`src/rtl/spi_frame_commit_pkg.sv`:
```
// Shared definitions for the SPI servo frame path: FSM encoding, frame byte map,
// checksum seed and config bit positions.
package spi_servo_pkg;

    typedef enum logic [1:0] {
        ST_IDLE   = 2'd0,
        ST_RECV   = 2'd1,
        ST_COMMIT = 2'd2
    } state_t;

    localparam int PWM0_LO = 0;
    localparam int PWM0_HI = 1;
    localparam int PWM1_LO = 2;
    localparam int PWM1_HI = 3;
    localparam int PWM2_LO = 4;
    localparam int PWM2_HI = 5;
    localparam int PWM3_LO = 6;
    localparam int PWM3_HI = 7;
    localparam int CFG_LO  = 8;
    localparam int CFG_HI  = 9;
    localparam int CHK     = 10;

    localparam logic [7:0] CHK_SEED  = 8'hA5;
    localparam int         ZPOL_BIT  = 7;
    localparam int         QTEST_BIT = 5;
    localparam logic [4:0] BCNT_MAX  = 5'd31;

    // Counter increment that sticks at all-ones instead of wrapping.
    function automatic logic [7:0] sat_inc8(input logic [7:0] v);
        return (v == 8'hFF) ? v : v + 8'd1;
    endfunction

endpackage

```
`src/rtl/spi_frame_commit_if.sv`:
```
// Byte-level link from the SPI shifter: select edges and received bytes.
interface spi_frame_commit_if;
    logic       ssel_start;
    logic       ssel_end;
    logic       byte_rx;
    logic [7:0] rx_data;

    modport master (output ssel_start, output ssel_end, output byte_rx, output rx_data);
    modport slave  (input  ssel_start, input  ssel_end, input  byte_rx, input  rx_data);
endinterface

```
`src/rtl/spi_frame_commit_watchdog.sv`:
```
// Link watchdog: counts clocks since the last good commit and latches a sticky trip.
module spi_link_watchdog #(
    parameter int WD_CYCLES = 2000000,
    parameter int WDW       = 21
) (
    input  logic clk,
    input  logic rst_n,
    input  logic clr,
    output logic trip
);
    localparam logic [WDW-1:0] LAST = WDW'(WD_CYCLES - 1);

    logic [WDW-1:0] cnt_r;
    logic           trip_r;

    // Counter and sticky trip; clr takes priority so a commit beats a same-cycle trip.
    always_ff @(posedge clk or negedge rst_n) begin
        if (!rst_n) begin
            cnt_r  <= '0;
            trip_r <= 1'b1;
        end else if (clr) begin
            cnt_r  <= '0;
            trip_r <= 1'b0;
        end else if (!trip_r) begin
            if (cnt_r == LAST) begin
                trip_r <= 1'b1;
            end else begin
                cnt_r <= cnt_r + {{(WDW-1){1'b0}}, 1'b1};
            end
        end else begin
            cnt_r <= cnt_r;
        end
    end

    assign trip = trip_r;
endmodule

```
`src/rtl/spi_frame_commit.sv`:
```
// Collects SPI frame bytes into shadow registers and commits PWM/dout/config atomically
// once a complete, checksum-valid frame has ended.
module spi_frame_commit
    import spi_servo_pkg::*;
#(
    parameter int WD_CYCLES = 2000000,
    parameter int WDW       = 21,
    parameter int MIN_BYTES = 11,
    parameter bit CHK_EN    = 1'b1
) (
    input  logic                clk,
    input  logic                nRESET,
    spi_frame_commit_if.slave   rx,
    output logic                snap,
    output logic [15:0]         pwm0,
    output logic [15:0]         pwm1,
    output logic [15:0]         pwm2,
    output logic [15:0]         pwm3,
    output logic [9:0]          dout,
    output logic                zpol,
    output logic                qtest,
    output logic                wd_trip,
    output logic                frame_ok,
    output logic [7:0]          good_cnt,
    output logic [7:0]          err_cnt
);
    localparam logic [4:0] MIN_B = 5'(MIN_BYTES);

    state_t      state_r;
    logic [4:0]  bcnt_r;
    logic [7:0]  chk_r;
    logic [7:0]  shadow_r [0:10];
    logic [15:0] pwm_r    [0:3];
    logic [9:0]  dout_r;
    logic        zpol_r;
    logic        qtest_r;
    logic        snap_r;
    logic        frame_ok_r;
    logic [7:0]  good_cnt_r;
    logic [7:0]  err_cnt_r;
    logic        frame_good_s;
    logic        commit_good_s;

    // Frame verdict uses only registered bcnt/chk, so a byte arriving with ssel_end is included.
    always_comb begin
        frame_good_s = 1'b0;
        if (bcnt_r >= MIN_B) begin
            frame_good_s = !CHK_EN || (shadow_r[CHK] == (chk_r ^ CHK_SEED));
        end else begin
            frame_good_s = 1'b0;
        end
        commit_good_s = (state_r == ST_COMMIT) && frame_good_s;
    end

    // Frame sequencer, shadow capture and atomic output commit.
    always_ff @(posedge clk or negedge nRESET) begin
        if (!nRESET) begin
            state_r    <= ST_IDLE;
            bcnt_r     <= 5'd0;
            chk_r      <= 8'h00;
            for (int i = 0; i < 11; i++) shadow_r[i] <= 8'h00;
            for (int i = 0; i < 4; i++)  pwm_r[i]    <= 16'h0000;
            dout_r     <= 10'h000;
            zpol_r     <= 1'b0;
            qtest_r    <= 1'b0;
            snap_r     <= 1'b0;
            frame_ok_r <= 1'b0;
            good_cnt_r <= 8'h00;
            err_cnt_r  <= 8'h00;
        end else begin
            snap_r     <= 1'b0;
            frame_ok_r <= 1'b0;
            case (state_r)
                ST_IDLE: begin
                    if (rx.ssel_start) begin
                        state_r <= ST_RECV;
                        bcnt_r  <= 5'd0;
                        chk_r   <= 8'h00;
                        snap_r  <= 1'b1;
                    end else begin
                        state_r <= ST_IDLE;
                    end
                end
                ST_RECV: begin
                    if (rx.ssel_start) begin
                        // Select re-asserted without an end: drop the partial frame.
                        err_cnt_r <= sat_inc8(err_cnt_r);
                        bcnt_r    <= 5'd0;
                        chk_r     <= 8'h00;
                        snap_r    <= 1'b1;
                    end else begin
                        if (rx.byte_rx) begin
                            if (bcnt_r <= 5'd10) shadow_r[bcnt_r[3:0]] <= rx.rx_data;
                            if (bcnt_r <= 5'd9)  chk_r <= chk_r ^ rx.rx_data;
                            if (bcnt_r != BCNT_MAX) bcnt_r <= bcnt_r + 5'd1;
                        end
                        if (rx.ssel_end) begin
                            state_r <= ST_COMMIT;
                        end else begin
                            state_r <= ST_RECV;
                        end
                    end
                end
                ST_COMMIT: begin
                    state_r <= ST_IDLE;
                    if (frame_good_s) begin
                        pwm_r[0]   <= {shadow_r[PWM0_HI], shadow_r[PWM0_LO]};
                        pwm_r[1]   <= {shadow_r[PWM1_HI], shadow_r[PWM1_LO]};
                        pwm_r[2]   <= {shadow_r[PWM2_HI], shadow_r[PWM2_LO]};
                        pwm_r[3]   <= {shadow_r[PWM3_HI], shadow_r[PWM3_LO]};
                        dout_r     <= {shadow_r[CFG_HI][1:0], shadow_r[CFG_LO]};
                        zpol_r     <= shadow_r[CFG_HI][ZPOL_BIT];
                        qtest_r    <= shadow_r[CFG_HI][QTEST_BIT];
                        frame_ok_r <= 1'b1;
                        good_cnt_r <= good_cnt_r + 8'd1;
                    end else begin
                        err_cnt_r  <= sat_inc8(err_cnt_r);
                    end
                end
                default: begin
                    state_r <= ST_IDLE;
                end
            endcase
        end
    end

    spi_link_watchdog #(
        .WD_CYCLES (WD_CYCLES),
        .WDW       (WDW)
    ) u_wdog (
        .clk   (clk),
        .rst_n (nRESET),
        .clr   (commit_good_s),
        .trip  (wd_trip)
    );

    // Tripped link forces every channel idle; committed words stay intact for recovery.
    assign pwm0     = wd_trip ? 16'h0000 : pwm_r[0];
    assign pwm1     = wd_trip ? 16'h0000 : pwm_r[1];
    assign pwm2     = wd_trip ? 16'h0000 : pwm_r[2];
    assign pwm3     = wd_trip ? 16'h0000 : pwm_r[3];
    assign dout     = dout_r;
    assign zpol     = zpol_r;
    assign qtest    = qtest_r;
    assign snap     = snap_r;
    assign frame_ok = frame_ok_r;
    assign good_cnt = good_cnt_r;
    assign err_cnt  = err_cnt_r;
endmodule

```
`src/flat_wrapper.sv`:
```
// flat-port wrapper written by rule: the top's interface ports become plain ports
module spi_frame_commit_flat import spi_servo_pkg::*;
#(
    parameter int WD_CYCLES = 2000000,
    parameter int WDW       = 21,
    parameter int MIN_BYTES = 11,
    parameter bit CHK_EN    = 1'b1
)
  (clk, nRESET, snap, pwm0, pwm1, pwm2, pwm3, dout, zpol, qtest, wd_trip, frame_ok, good_cnt, err_cnt, rx_ssel_start, rx_ssel_end, rx_byte_rx, rx_rx_data);
  spi_frame_commit_if rx_i ();
  input  logic clk;
  input  logic nRESET;
  output logic snap;
  output logic [15:0] pwm0;
  output logic [15:0] pwm1;
  output logic [15:0] pwm2;
  output logic [15:0] pwm3;
  output logic [9:0] dout;
  output logic zpol;
  output logic qtest;
  output logic wd_trip;
  output logic frame_ok;
  output logic [7:0] good_cnt;
  output logic [7:0] err_cnt;
  input wire logic [$bits(rx_i.ssel_start)-1:0] rx_ssel_start;
  input wire logic [$bits(rx_i.ssel_end)-1:0] rx_ssel_end;
  input wire logic [$bits(rx_i.byte_rx)-1:0] rx_byte_rx;
  input wire logic [$bits(rx_i.rx_data)-1:0] rx_rx_data;
  assign rx_i.ssel_start = rx_ssel_start;
  assign rx_i.ssel_end = rx_ssel_end;
  assign rx_i.byte_rx = rx_byte_rx;
  assign rx_i.rx_data = rx_rx_data;
  spi_frame_commit #(.WD_CYCLES(WD_CYCLES), .WDW(WDW), .MIN_BYTES(MIN_BYTES), .CHK_EN(CHK_EN)) u_core (.clk(clk), .nRESET(nRESET), .rx(rx_i), .snap(snap), .pwm0(pwm0), .pwm1(pwm1), .pwm2(pwm2), .pwm3(pwm3), .dout(dout), .zpol(zpol), .qtest(qtest), .wd_trip(wd_trip), .frame_ok(frame_ok), .good_cnt(good_cnt), .err_cnt(err_cnt));
endmodule
```
`config.mk`:
```
export PLATFORM = sky130hd
export DESIGN_NAME = spi_frame_commit_flat
export DESIGN_NICKNAME = d
export VERILOG_FILES = /design/src/rtl/spi_frame_commit_pkg.sv /design/src/rtl/spi_frame_commit_if.sv /design/src/rtl/spi_frame_commit_watchdog.sv /design/src/rtl/spi_frame_commit.sv /design/src/flat_wrapper.sv
export SDC_FILE = /design/constraint.sdc
export NUM_CORES = 1
export LEC_CHECK = 0
export ABC_AREA = 0
export BUFFER_PORTS_ARGS = -buffer_cell sky130_fd_sc_hd__clkbuf_2
export CORE_UTILIZATION = 45
export DETAILED_ROUTE_END_ITERATION = 6
export PLACE_DENSITY = 0.67
export SYNTH_ARGS = -nofsm -noshare
export SYNTH_HDL_FRONTEND = slang
export SYNTH_SLANG_ARGS = --single-unit
```
`constraint.sdc`:
```
create_clock -name clk -period 2.9 [get_ports clk]
set_input_delay 0.58 -clock clk [delete_from_list [all_inputs] [get_ports clk]]
set_output_delay 0.58 -clock clk [all_outputs]
set_load 0.01 [all_outputs]
```
==> results.py <==
metrics = {
    "outcome": {
        "outcome": "completed",
    },
    "die": {
        "die_h_um": 145.4,
        "core_area_um2": 20170,
        "die-area_um2": 21140,
        "die_w_um": 145.4,
        "start_util": 0.4587,
        "io_pins": 108,
        "rows": 52,
    },
    "clock_network": {
        "post_cts_buffers": 0,
        "clk_path_buf_depth": 3,
        "cts_tree": "yes",
        "clockRootBuffer": "clkbuf_16",
        "path_clk_slew_ns": 0.06,
        "numClockSinks": 215,
        "htree_levels": 1,
        "cts-resized-gates": 0,
        "hold_buffers": 0,
        "numCtsBuffers": 23,
        "clk_latency_ns": 0.52,
    },
    "drt": {
        "num_vias": 5664,
        "viasPerCell": 5.135,
        "drc": 0,
        "routedWlPerCell_um": 17.23,
        "drt_wl_total_um": 19000,
        "detail-route-antenna-nets": 0,
        "drt_iter0_markers": 224,
        "first_pass_iters": 4,
    },
    "synth": {
        "ys_types": 48,
        "synth_seq_cells": 215,
        "async_reset_ff_frac": 1.000,
        "synth-compound-area-share": 0.01569,
        "synth_edf_count": 0,
        "synth_seq_area_share": 0.5816,
        "synth_xor_area_frac": 0.04638,
        "yosysTopAreaCell": "dfrtp_1",
        "synthAdderAreaFrac": 0.01082,
        "synthDominantCellAreaShare": 0.5788,
        "synth_mux_area_frac": 0.1982,
        "syn_nets": 726,
        "synthCells": 705,
        "synth_area_um2": 9253,
        "ys_warn_count": 0,
        "syn_avg_cell_area_um2": 13.12,
        "ys_top_cells_by_area": "dfrtp_1, mux2_2, nor2b_1",
        "synthSimpleGateAreaFrac": 0.1305,
        "synthFlopType": "dfrtp_1",
        "synth_top_family_by_area": "multiplexers",
    },
    "setup_path": {
        "worst_path_max_delay_cell": "dfstp_2",
        "crit_path_end_kind": "primary output",
        "critPathMaxStageDelay_ns": 0.85,
        "cp_max_fo": 28,
        "crit_chain": "buf_4, nor2b_1, clkbuf_2",
        "critPathLaunch": "u_core.u_wdog.trip",
        "critPathBufInv": 2,
        "critPathKind": "reg2out",
        "crit_family": "flip-flops",
        "critPathArrivalTime_ns": 2.06,
        "r2r-start": "u_core.bcnt_r[0]",
        "critPathLaunchType": "flip-flop",
        "cp.required_ns": 2.32,
    },
    "sta": {
        "fin_crit_ns": 2.643,
        "clock.fmax_mhz": 378.4,
        "skew_ns": 0.01168,
        "tightest_slew_ns": 0.8123,
        "worst_slack_ns": 0.2573,
        "period_share": 0.9113,
        "finalHoldViolCount": 0,
        "drv_slew": 0,
        "max-slew-margin-rel": 0.4565,
        "setup_viol": 0,
        "fin_setup_tns_ns": 0,
        "rsz0062_at_grt": "no",
    },
    "global_route": {
        "antenna_found_initial": 0,
        "grt_use_total": 0.1836,
        "grt_max_degree": 69,
        "grt_pass1_vias": 5557,
        "grt_pass1_wl_um": 30810,
        "grt_overflow": 0,
    },
    "placed_design": {
        "io_buffers": 107,
        "post_dp_cell_area_um2": 10130,
        "dp_hpwl_um": 12130,
        "place_ws_ns": 0.5203,
        "gp_congestion": 0.7860,
    },
    "cells_and_area": {
        "final_common_cell": "dfrtp_1",
        "nets": 838,
        "synthToLayoutAreaGrowth_pct": 17.81,
        "layout-drive-gt1-share": 0.3962,
        "layout_common_cells": "dfrtp_1, mux2_2, clkbuf_2",
        "n_antenna_cell": 0,
        "fin_area_um2": 10900,
    },
    "hold_path": {
        "hold_path.class": "in2async",
    },
    "power": {
        "total_power_mw": 6.756,
        "p_leak_nw": 5.647,
        "ir_drop_mv": 0.3979,
        "p_per_area_nw_per_um2": 619.8,
    },
    "run": {
        "maxCapViolCount": 0,
    },
}
## worst register-to-register path: cells and delay by family, from the launching register on
kind,cells,cell delay [ns]
mux,1,0.42
fa+ha+maj,1,0.28
flops,1,0.46
buf+inv,1,0.38
compound gates,2,0.25
simple gates,1,0.49
## cells in the mapped netlist, types with 3 or more instances
master,number
dfrtp_1,214
mux2_2,160
nor2b_1,69
nor2_1,42
xor2_1,36
nand2_1,28
clkbuf_1,18
nand3_1,18
nand4_1,16
buf_2,13
xnor2_1,13
and3_1,11
ha_1,8
o21ai_0,7
inv_1,4
nand2_2,4
a21oi_1,3
nor3_1,3
## metal layers
layer	global-route usage	vias to the layer above	part of all wire
met5	0	-	0
met4	0.04053	0	0.020
met3	0.02351	34	0.032
met2	0.2851	122	0.45
met1	0.2763	2856	0.50
li1	-	2652	-
## where the power goes
group	switching, mW	internal (mW)	leakage [nW]	total, mW
clock network	1.19	1.75	0.375	2.94
logic	0.246	0.225	2.34	0.470
registers	0.141	3.20	2.93	3.35
## cell type report
cell class                 instances  area (µm²)
timing repair buffer             119       684.4
tap                              270       337.8
clock inverter                    10       120.1
inverter                           4       15.01
multi-input combinational        454        3716
sequential                       215        5381
clock buffer                      31       645.6
fill                            1752        9269
## state kept, by name, summed over array words and instances (netlist names)
register             flops
u_core.snap              1
u_core.bcnt_r            5
u_core.dout             10
u_core.chk_r             8
u_core.frame_ok          1
u_core.u_wdog.trip       1
u_core.err_cnt           8
u_core.qtest             1
u_core.zpol              1
u_core.state_r           2
u_core.good_cnt          8
u_core.pwm_r            64
u_core.shadow_r         84
u_core.u_wdog.cnt_r     21
## per-stage QoR
stage          utilization  hold slack [ns]  cells
3_5_place_dp        0.5025           0.4699   1062
4_1_cts             0.5404          0.08389   1103
3_3_place_gp        0.5025           0.4640   1062
5_1_grt             0.5404          0.09472   1103
2_1_floorplan            -           0.2844    705
6_report            0.5404          0.04665   1103
## final timing paths
| path | to | slack [ns] | depth (start not counted) |
|---|---|---|---|
| max | pwm2[5] | 0.26 | 3 |
| min | u_core.err_cnt[1] | 0.05 | 1 |
| max reg2reg | u_core.pwm_r[30] | 0.50 | 6 |
| min reg2reg | u_core.good_cnt[7] | 0.47 | 1 |
| max in group asynchronous | u_core.shadow_r[19] | 2.07 | 2 |
| min in group clk | u_core.state_r[1] | 0.30 | 2 |
## logic make-up (layout without fill, tap and decap cells)
group	count (synthesis)	after routing
flops	215	215
xor+xnor	49	49
simple gates	214	214
fa+ha+maj	8	8
mux	163	163
buf+inv	36	164
compound gates	20	20
(Power assumes the default switching activity.)
